`src/rtl/ft_arb_pkg.sv`:
```
// ft_arb_pkg
//   Shared definitions for the FTDI bus arbiter: FSM state encoding,
//   direction constants used by last_dir, and counter widths.
package ft_arb_pkg;

  // Arbiter FSM states. RX_OE is the one-cycle bus-turn phase in which the
  // FTDI is allowed to drive the data bus before the RX grant is issued.
  typedef enum logic [2:0] {
    S_IDLE     = 3'd0,
    S_RX_OE    = 3'd1,
    S_RX_GRANT = 3'd2,
    S_TX_GRANT = 3'd3,
    S_TURN     = 3'd4
  } arb_state_t;

  // last_dir encoding.
  localparam logic DIR_TX = 1'b0;
  localparam logic DIR_RX = 1'b1;

  // Burst counter width (covers MAX_BURST up to 65535).
  localparam int CNT_W = 16;

  // Turnaround down-counter width (covers TURNAROUND up to 15).
  localparam int TURN_W = 4;

endpackage : ft_arb_pkg

```
`src/rtl/ft_bus_arbiter.sv`:
```
// ft_bus_arbiter
//   Shares the FTDI synchronous-FIFO data bus between the receive path
//   (FTDI -> FPGA) and the transmit path (FPGA -> FTDI). Grants are bounded
//   to MAX_BURST beats when the opposite direction is waiting, and every
//   release is followed by TURNAROUND dead cycles before the next grant.
//
// Parameters
//   MAX_BURST  : beats per grant before preemption (1..65535)
//   TURNAROUND : idle cycles after each release (1..15)
//
// Ports
//   clk, rst           : FTDI clock, asynchronous active-high reset
//   rx_req, tx_req     : direction wants the bus
//   rx_beat, tx_beat   : one byte transferred this cycle
//   rx_done, tx_done   : voluntary release of the current grant
//   err_clr            : synchronous clear of err
//   rx_oe              : FTDI may drive the data bus
//   rx_grant, tx_grant : direction owns the data bus
//   busy               : arbiter not in IDLE
//   last_dir           : most recently granted direction (0 = TX, 1 = RX)
//   err                : sticky protocol error (beat without grant)
//   state, burst_cnt   : observation of FSM state and burst counter
//
// Handshake: a requester holds *_req high while it has work. Once *_grant
// is high, each cycle with *_beat high is one transferred byte and is
// counted, including the cycle in which the grant is being released. A
// requester releases by dropping *_req or pulsing *_done; the grant falls
// on the following edge. A beat seen while its grant is low is an error.
module ft_bus_arbiter
  import ft_arb_pkg::*;
#(
  parameter int MAX_BURST  = 64,
  parameter int TURNAROUND = 2
) (
  input  logic             clk,
  input  logic             rst,
  input  logic             rx_req,
  input  logic             tx_req,
  input  logic             rx_beat,
  input  logic             tx_beat,
  input  logic             rx_done,
  input  logic             tx_done,
  input  logic             err_clr,
  output logic             rx_oe,
  output logic             rx_grant,
  output logic             tx_grant,
  output logic             busy,
  output logic             last_dir,
  output logic             err,
  output arb_state_t       state,
  output logic [CNT_W-1:0] burst_cnt
);

  localparam logic [CNT_W-1:0]  MAX_CNT   = CNT_W'(MAX_BURST);
  localparam logic [TURN_W-1:0] TURN_LOAD = TURN_W'(TURNAROUND);

  arb_state_t        state_nxt;
  logic [TURN_W-1:0] turn_cnt;
  logic              in_grant;
  logic              own_req;
  logic              own_beat;
  logic              own_done;
  logic              other_req;
  logic [CNT_W:0]    beat_sum;
  logic              grant_exit;
  logic              err_set;

  // Exit test for the grant currently held. beat_sum includes this cycle's
  // beat so a burst ending exactly on MAX_BURST releases in that cycle.
  always_comb begin
    in_grant  = 1'b0;
    own_req   = 1'b0;
    own_beat  = 1'b0;
    own_done  = 1'b0;
    other_req = 1'b0;
    case (state)
      S_RX_GRANT: begin
        in_grant  = 1'b1;
        own_req   = rx_req;
        own_beat  = rx_beat;
        own_done  = rx_done;
        other_req = tx_req;
      end
      S_TX_GRANT: begin
        in_grant  = 1'b1;
        own_req   = tx_req;
        own_beat  = tx_beat;
        own_done  = tx_done;
        other_req = rx_req;
      end
      default: ;
    endcase
    beat_sum   = {1'b0, burst_cnt} + {{CNT_W{1'b0}}, own_beat};
    grant_exit = !own_req || own_done ||
                 ((beat_sum >= {1'b0, MAX_CNT}) && other_req);
  end

  // Next-state logic.
  always_comb begin
    state_nxt = state;
    case (state)
      S_IDLE: begin
        // With both requests pending, alternate away from last_dir.
        if (rx_req && (!tx_req || (last_dir == DIR_TX)))
          state_nxt = S_RX_OE;
        else if (tx_req)
          state_nxt = S_TX_GRANT;
      end
      S_RX_OE:    state_nxt = S_RX_GRANT;
      S_RX_GRANT,
      S_TX_GRANT: if (grant_exit) state_nxt = S_TURN;
      S_TURN:     if (turn_cnt <= TURN_W'(1)) state_nxt = S_IDLE;
      default:    state_nxt = S_IDLE;
    endcase
  end

  assign err_set = (rx_beat && !rx_grant) || (tx_beat && !tx_grant);

  // State, registered outputs and counters. Outputs are decoded from the
  // next state so they change on the same edge as the state register.
  always_ff @(posedge clk or posedge rst) begin
    if (rst) begin
      state     <= S_IDLE;
      rx_oe     <= 1'b0;
      rx_grant  <= 1'b0;
      tx_grant  <= 1'b0;
      busy      <= 1'b0;
      last_dir  <= DIR_TX;
      err       <= 1'b0;
      burst_cnt <= '0;
      turn_cnt  <= '0;
    end else begin
      state    <= state_nxt;
      rx_oe    <= (state_nxt == S_RX_OE) || (state_nxt == S_RX_GRANT);
      rx_grant <= (state_nxt == S_RX_GRANT);
      tx_grant <= (state_nxt == S_TX_GRANT);
      busy     <= (state_nxt != S_IDLE);

      if (in_grant && grant_exit)
        last_dir <= (state == S_RX_GRANT) ? DIR_RX : DIR_TX;

      // Counts during a grant and saturates at MAX_BURST; any non-grant
      // state clears it, so every grant starts from zero.
      if (in_grant) begin
        if (own_beat && (burst_cnt != MAX_CNT))
          burst_cnt <= burst_cnt + CNT_W'(1);
      end else begin
        burst_cnt <= '0;
      end

      if (in_grant && grant_exit)
        turn_cnt <= TURN_LOAD;
      else if ((state == S_TURN) && (turn_cnt != '0))
        turn_cnt <= turn_cnt - TURN_W'(1);

      // Set has priority over clear.
      if (err_set)
        err <= 1'b1;
      else if (err_clr)
        err <= 1'b0;
    end
  end

endmodule : ft_bus_arbiter

```
`config.mk`:
```
export PLATFORM = sky130hd
export DESIGN_NAME = ft_bus_arbiter
export DESIGN_NICKNAME = d
export VERILOG_FILES = /design/src/rtl/ft_arb_pkg.sv /design/src/rtl/ft_bus_arbiter.sv
export SDC_FILE = /design/constraint.sdc
export NUM_CORES = 1
export LEC_CHECK = 0
export ABC_AREA = 1
export CAP_MARGIN = 20
export CORE_ASPECT_RATIO = 0.8
export CORE_UTILIZATION = 27
export CTS_CLUSTER_DIAMETER = 150
export CTS_CLUSTER_SIZE = 20
export DETAILED_ROUTE_END_ITERATION = 7
export DONT_BUFFER_PORTS = 1
export PLACE_DENSITY = 0.43
export REMOVE_ABC_BUFFERS = 1
export SLEW_MARGIN = 25
export SYNTH_ARGS = -nofsm -noshare
export SYNTH_HDL_FRONTEND = slang
export SYNTH_SLANG_ARGS = --single-unit
```
`constraint.sdc`:
```
create_clock -name clk -period 6.2 [get_ports clk]
set_input_delay 1.24 -clock clk [delete_from_list [all_inputs] [get_ports clk]]
set_output_delay 1.24 -clock clk [all_outputs]
set_load 0.02 [all_outputs]
```
Word level (Yosys, flattened, before mapping)
Index checks and enable logic that the tools add are counted.
{"block": "op_classes", "n_addsub": 3, "multipliers": 0, "div_mod_pow": 0, "magnitude_cmp": 2, "eq_ne": 9, "n_shift": 0, "muxes": 17, "n_bitwise": 1, "n_reduce_logical": 22}
{"operator": "$mux W16", "n": 2}
{"operator": "$add A16 B1 Y17", "n": 1}
{"operator": "$ge A17 B7 Y1 const B", "n": 1}
{"operator": "$add A16 B1 Y16 const B", "n": 1}
{"operator": "$ne A16 B7 Y1 const B", "n": 1}
{"operator": "$eq A3 B2 Y1 const B", "n": 4}
{"operator": "$mux W3", "n": 4}
{"operator": "$pmux W3 S4", "n": 1}
{"operator": "$mux W4", "n": 2}
{"operator": "$pmux W1 S2", "n": 4}
{"operator": "$logic_and A1 B1 Y1", "n": 7}
{"operator": "$eq A3 B1 Y1 const B", "n": 2}
{"operator": "$logic_or A1 B1 Y1", "n": 5}
{"operator": "$le A4 B1 Y1 const B", "n": 1}
{"operator": "$logic_not A1 Y1", "n": 4}
{"operator": "$mux W1", "n": 4}
{"operator": "$reduce_bool A2 Y1", "n": 2}
{"operator": "$reduce_bool A4 Y1", "n": 1}
{"operator": "$sub A4 B1 Y4 const B", "n": 1}
{"operator": "$eq A3 B3 Y1 const B", "n": 1}
{"operator": "$logic_not A3 Y1", "n": 1}
{"operator": "$reduce_bool A3 Y1", "n": 1}
{"operator": "$ne A2 B1 Y1 const B", "n": 1}
{"operator": "$reduce_or A2 Y1", "n": 1}
{"operator": "$not A1 Y1", "n": 1}
{"block": "totals", "register_bits": 29, "latch_bits": 0, "mem_bits_rw": 0, "mem_bits_ro": 0, "input_bits": 9, "output_inout_bits": 25, "elab_cells": 63, "memories": 0}

Depth between registers and ports, before layout
{"block": "logic_depth", "ltp_word": 10, "depth_mapped": 22}

Worst setup path before layout
OpenSTA, ideal clock, no wires.
{"block": "synth_path", "path_kind": "input -> register", "start": "in rx_beat", "end": "reg rx_oe", "setup_time_ps": 117, "t_arrival_ps": 2708, "slack_ps": 3376, "stages": 17, "path_cell_list": "nand2_1 -> nand2_2 -> ha_1 -> ha_1 -> nand3_1 -> nor2_2 -> nand4_1 -> nand2_1 -> nand2_1 -> nor2_1 -> nand3_1 -> nand2_2 -> nand2_4 -> nand2_4 -> inv_1 -> nand2_1 -> nand2_1"}
{"block": "synth_between", "elab_chain_cells": 9, "word_cells_on_any_way": 10}
{"element": "start, declared", "line": "ft_bus_arbiter.sv:39", "rtl": "input logic rx_beat,"}
{"element": "$pmux W1 S2 (*)", "line": "ft_bus_arbiter.sv:76", "rtl": "case (state)"}
{"element": "$add A16 B1 Y17 (*)", "line": "ft_bus_arbiter.sv:93", "rtl": "beat_sum = {1'b0, burst_cnt} + {{CNT_W{1'b0}}, own_beat};"}
{"element": "$ge A17 B7 Y1 (*)", "line": "ft_bus_arbiter.sv:95", "rtl": "((beat_sum >= {1'b0, MAX_CNT}) && other_req);"}
{"element": "$logic_and A1 B1 Y1 (*)", "line": "ft_bus_arbiter.sv:95"}
{"element": "$logic_or A1 B1 Y1 (*)", "line": "ft_bus_arbiter.sv:94", "rtl": "grant_exit = !own_req || own_done ||"}
{"element": "$mux W3 (*)", "line": "ft_bus_arbiter.sv:111", "rtl": "S_TX_GRANT: if (grant_exit) state_nxt = S_TURN;"}
{"element": "$pmux W3 S4 (*)", "line": "ft_bus_arbiter.sv:101", "rtl": "case (state)"}
{"element": "named net state_nxt[1]", "line": "ft_bus_arbiter.sv:57", "rtl": "arb_state_t state_nxt;"}
{"element": "$eq A3 B1 Y1 or $eq A3 B2 Y1 (tied branches)", "line": "ft_bus_arbiter.sv:134", "rtl": "rx_oe <= (state_nxt == S_RX_OE) || (state_nxt == S_RX_GRANT);"}
{"element": "$logic_or A1 B1 Y1 (*)", "line": "ft_bus_arbiter.sv:134"}
{"element": "end signal, assigned", "line": "ft_bus_arbiter.sv:134"}
{"element": "end, declared", "line": "ft_bus_arbiter.sv:44", "rtl": "output logic rx_oe,"}
Mark *: on every way through the listed nets, which the timed path passes. The rest lies on a longest branch.
A chain may end at the register's enable or synchronous reset.

Worst setup path after layout
{"block": "layout_path", "start": "reg state[2]", "end": "reg busy"}
{"block": "layout_between", "elab_chain_cells": 9, "word_cells_on_any_way": 22}
{"element": "start, declared", "line": "ft_bus_arbiter.sv:50", "rtl": "output arb_state_t state,"}
{"element": "start signal, assigned", "line": "ft_bus_arbiter.sv:133", "rtl": "state <= state_nxt;"}
{"element": "$eq A3 B2 Y1", "line": "ft_bus_arbiter.sv:76, ft_bus_arbiter.sv:101"}
{"element": "$pmux W1 S2", "line": "ft_bus_arbiter.sv:76"}
{"element": "$add A16 B1 Y17", "line": "ft_bus_arbiter.sv:93"}
{"element": "$ge A17 B7 Y1", "line": "ft_bus_arbiter.sv:95"}
{"element": "$logic_and A1 B1 Y1", "line": "ft_bus_arbiter.sv:95"}
{"element": "$logic_or A1 B1 Y1", "line": "ft_bus_arbiter.sv:94"}
{"element": "$mux W3", "line": "ft_bus_arbiter.sv:111"}
{"element": "$pmux W3 S4 (*)", "line": "ft_bus_arbiter.sv:101"}
{"element": "$reduce_bool A3 Y1 (*)", "line": "ft_bus_arbiter.sv:137", "rtl": "busy <= (state_nxt != S_IDLE);"}
{"element": "end signal, assigned", "line": "ft_bus_arbiter.sv:137"}
{"element": "end, declared", "line": "ft_bus_arbiter.sv:47", "rtl": "output logic busy,"}
Mark *: on every way between the ends. The rest lies on a longest branch, timed or not.

==> impl_metrics.toml <==
[floorplan]
core_um2 = 7061
die_w_um = 98.60
rows = 27
io_pins = 34
dieHeight_um = 79.28
die_area_um2 = 7817
start_util_pct = 28.55

[pwr]
switching_share_pct = 43.86
leakage_uw = 0.001050
irDropWorstVdd_uv = 113.2
p_per_area_nw_per_um2 = 294.5
p_total_uw = 649.6
combPwrFrac_pct = 31.3
pwr-share-clk_pct = 23.8
pwr-share-seq_pct = 44.9
power_switching_uw = 284.9
power.internal_uw = 364.7

[worst_setup_path]
r2r-start = "state[2]"
crit_chain = "inv_2 > nand2_1 > nor2_1 > nand2_1 > nand2_2 > ha_1 > ha_1 > nand3_1 > nor2_2 > nand4_1 > nand2_1 > nand2_1 > nor2_1 > nand3_1 > nand2_2 > nand2_4 > a21oi_2 > nand2_1"
crit_path_max_incr_delay_ps = 490
critPathTopFamily = "simple AND/OR/NAND/NOR gates"
startpoint_type = "register"
crit_buf_inv = 1
end_kind = "register"
cp_max_fo = 11
cp_data_arrival_time_ps = 3390
reg2reg_setup_slack_ps = 2980
crit_slowest_cell = "dfrtp_1"
crit_required_ps = 6370
reg2regPathDepth = 18
r2r-end = "busy"
path_class = "register to register"
path_common_cell = "nand2_1"

[clock_tree]
post_cts_buffers = 0
clock_latency_ps = 280
cts-htree-levels = 2
clock_sinks = 29
root_buffer = "clkbuf_8"
clkTransAtPathRegs_ps = 60
ctsHoldBuffers = 0
cts_resized = 0
cts_buffers = 5
clockBufferDepth = 2
cts_tree = "yes"

[timing]
hold_viol_final = 0
fin_worst_skew_ps = 4.206
layout_min_cycle_time_ps = 3223
drv_slew = 0
rsz0062_at_grt = "no"
tightest_slew_ps = 549.4
slew-limit-headroom_pct = 63.33
worst_slack_ps = 2977
tns_ps = 0
finalSetupViolCount = 0
max_freq_ghz = 0.3102
finalCritPeriodShare_pct = 51.99

[grt]
grt_pass1_vias = 1710
antenna_found_initial = 0
overflow = 0
grt_max_degree = 30
grtUsageTotal_pct = 14.92
grt_pass1_wl_mm = 8.859

[finish]
area_growth_pct = 9.435
drive_gt1_share_pct = 14.03
fill_cells = 744
diodes = 0
nets = 293

[synthesis]
netlist_area_um2 = 2016
yosysUniqueCellTypes = 37
ys_seq_elements = 29
synth_area_per_cell_um2 = 7.438
synth_cells = 271
ys.flop_type = "dfrtp_1"
synth_edf_count = 0
synth_async_sr_flop_share_pct = 100.0
ys_seq_area_share_pct = 36.00
yosysWarnings = 0

[routing]
drt_iter0_drc = 134
dr.pass1.iters = 4
post_drt_wl_per_cell_um = 14.55
via_count = 1765
routed_wl_mm = 5.312
ant_nets = 0
drt-vias-per-instance = 4.836
remaining_drc_errors = 0

[min_path]
hp-class = "register to register"
worstHoldEndpoint = "turn_cnt[1]"
holdPathStages = 2
hold_start = "turn_cnt[1]"

[placement]
post-place-ws_ps = 2960
port_buffers = 0
hpwl_mm = 4.097
gp_congestion = 0.8477

[run_status]
status = "finished, final reports clean"

[flow_run]
maxCapViolCount = 0
-- final cells by class --
cell class                      instances  area [um2]  share of cell area (%)
Sequential cell                        29       725.7                   32.90
Tap cell                               87       108.9                   4.935
Multi-Input combinational cell        191        1097                   49.74
Inverter                               49       183.9                   8.338
Timing Repair Buffer                    1       7.507                  0.3403
Clock inverter                          2       10.01                  0.4538
Clock buffer                            6       72.57                   3.290
-- cells in the mapped netlist (2+ instances only) --
library cell,number,share of area [%]
a211oi_1,2,0.74
a21oi_1,11,2.7
a22oi_1,2,0.74
dfrtp_1,29,36
ha_1,7,4.3
inv_1,47,8.8
inv_2,2,0.37
nand2_1,51,9.5
nand2_2,9,2.8
nand2_4,4,2.2
nand3_1,18,4.5
nand3_2,3,1.5
nand4_1,9,2.8
nor2_1,27,5.0
nor2_2,4,1.2
nor2_4,3,1.7
nor3_1,4,0.99
nor4_1,2,0.62
o21a_1,2,0.74
o21ai_0,13,3.2
o21ai_1,4,0.99
xor2_1,3,1.3
-- how the worst max path moves through the flow --
stage	from	to	cells past startpoint
after floorplan	rx_beat	rx_oe	17
after global placement	state[2]	busy	18
after detailed placement	state[2]	busy	18
after CTS	state[2]	busy	18
after global routing	state[2]	busy	18
final	state[2]	busy	18
-- placed cells by master (no fill, tap or decap) --
cell type	netlist	routed
nor3_1	4	4
nor2_1	27	27
nor4_1	2	2
a211oi_1	2	2
xor2_1	3	3
xnor2_1	1	1
nor2_4	3	3
nor2_8	1	1
o221ai_1	1	1
a31oi_1	1	1
nand2_4	4	4
nor3b_2	1	1
nor2_2	4	4
clkbuf_1	1	1
o21ai_0	13	13
clkinv_2	0	2
o21a_1	2	2
a2111oi_0	1	1
nand3_2	3	3
buf_4	0	1
o21ai_1	4	4
nand2_1	51	51
nand3_1	18	18
clkbuf_8	0	5
ha_1	7	7
inv_1	47	47
a21oi_1	11	11
o21ai_2	1	1
nor3_4	1	1
o211ai_1	1	1
a22oi_1	2	2
a21oi_2	1	1
dfrtp_1	29	29
nand2_2	9	9
nand4_1	9	9
nor3b_1	1	1
inv_2	2	2
nand3b_1	1	1
a221oi_2	1	1
-- power by group through the flow --
stage                     combinational (uW)  clock, uW  sequential (uW)
after floorplan                          162          0              285
after global placement                   207          0              296
after detailed placement                 206          0              295
after CTS                                206        160              292
after global routing                     236        169              296
final                                    203        155              292
-- metal layers --
metal / wire length (um) / share of wire (%) / vias up / track usage (%)
met3: 337 / 6.3 / 5 / 4.313
met4: 67 / 1.3 / 0 / 4.925
li1: - / - / 895 / -
met1: 2773 / 52 / 822 / 21.20
met2: 2133 / 40 / 43 / 21.48
met5: 0 / 0 / - / 0
-- logic make-up (layout without fill, tap and decap cells) --
| family | count (synthesis) | in the layout | synth area share (%) |
|---|---|---|---|
| adders and majority gates | 7 | 7 | 4.345 |
| DFF | 29 | 29 | 36.00 |
| AOI/OAI and AO/OA | 41 | 41 | 12.35 |
| buffers and inverters | 51 | 58 | 9.559 |
| and+or+nand+nor | 139 | 139 | 36.00 |
| xor gates and xnor gates | 4 | 4 | 1.738 |
-- worst reg2reg max path, stage by stage, from the launching register on --
cell and delay, ps:
dfrtp_1 490, inv_2 110, nand2_1 320, nor2_1 360, nand2_1 100, nand2_2 100
ha_1 190, ha_1 170, nand3_1 90, nor2_2 240, nand4_1 130, nand2_1 110
nand2_1 50, nor2_1 80, nand3_1 100, nand2_2 110, nand2_4 100, a21oi_2 200
nand2_1 70
-- state kept, by name, summed over array words and instances (netlist names) --
name and cells:
burst_cnt 16, state 3, last_dir 1, err 1
turn_cnt 4, busy 1, tx_grant 1, rx_grant 1
rx_oe 1
-- stage by stage --
stage	hold WS, ps	util (%)	cell area, um2	std cells
floorplan	480.0	-	2007	269
global placement	512.4	30.07	2123	357
detailed placement	514.8	30.07	2123	357
CTS	530.9	31.24	2206	365
global route	576.1	31.24	2206	365
finish	524.4	31.24	2206	365
Note: power is estimated with default switching activity, not from simulation.
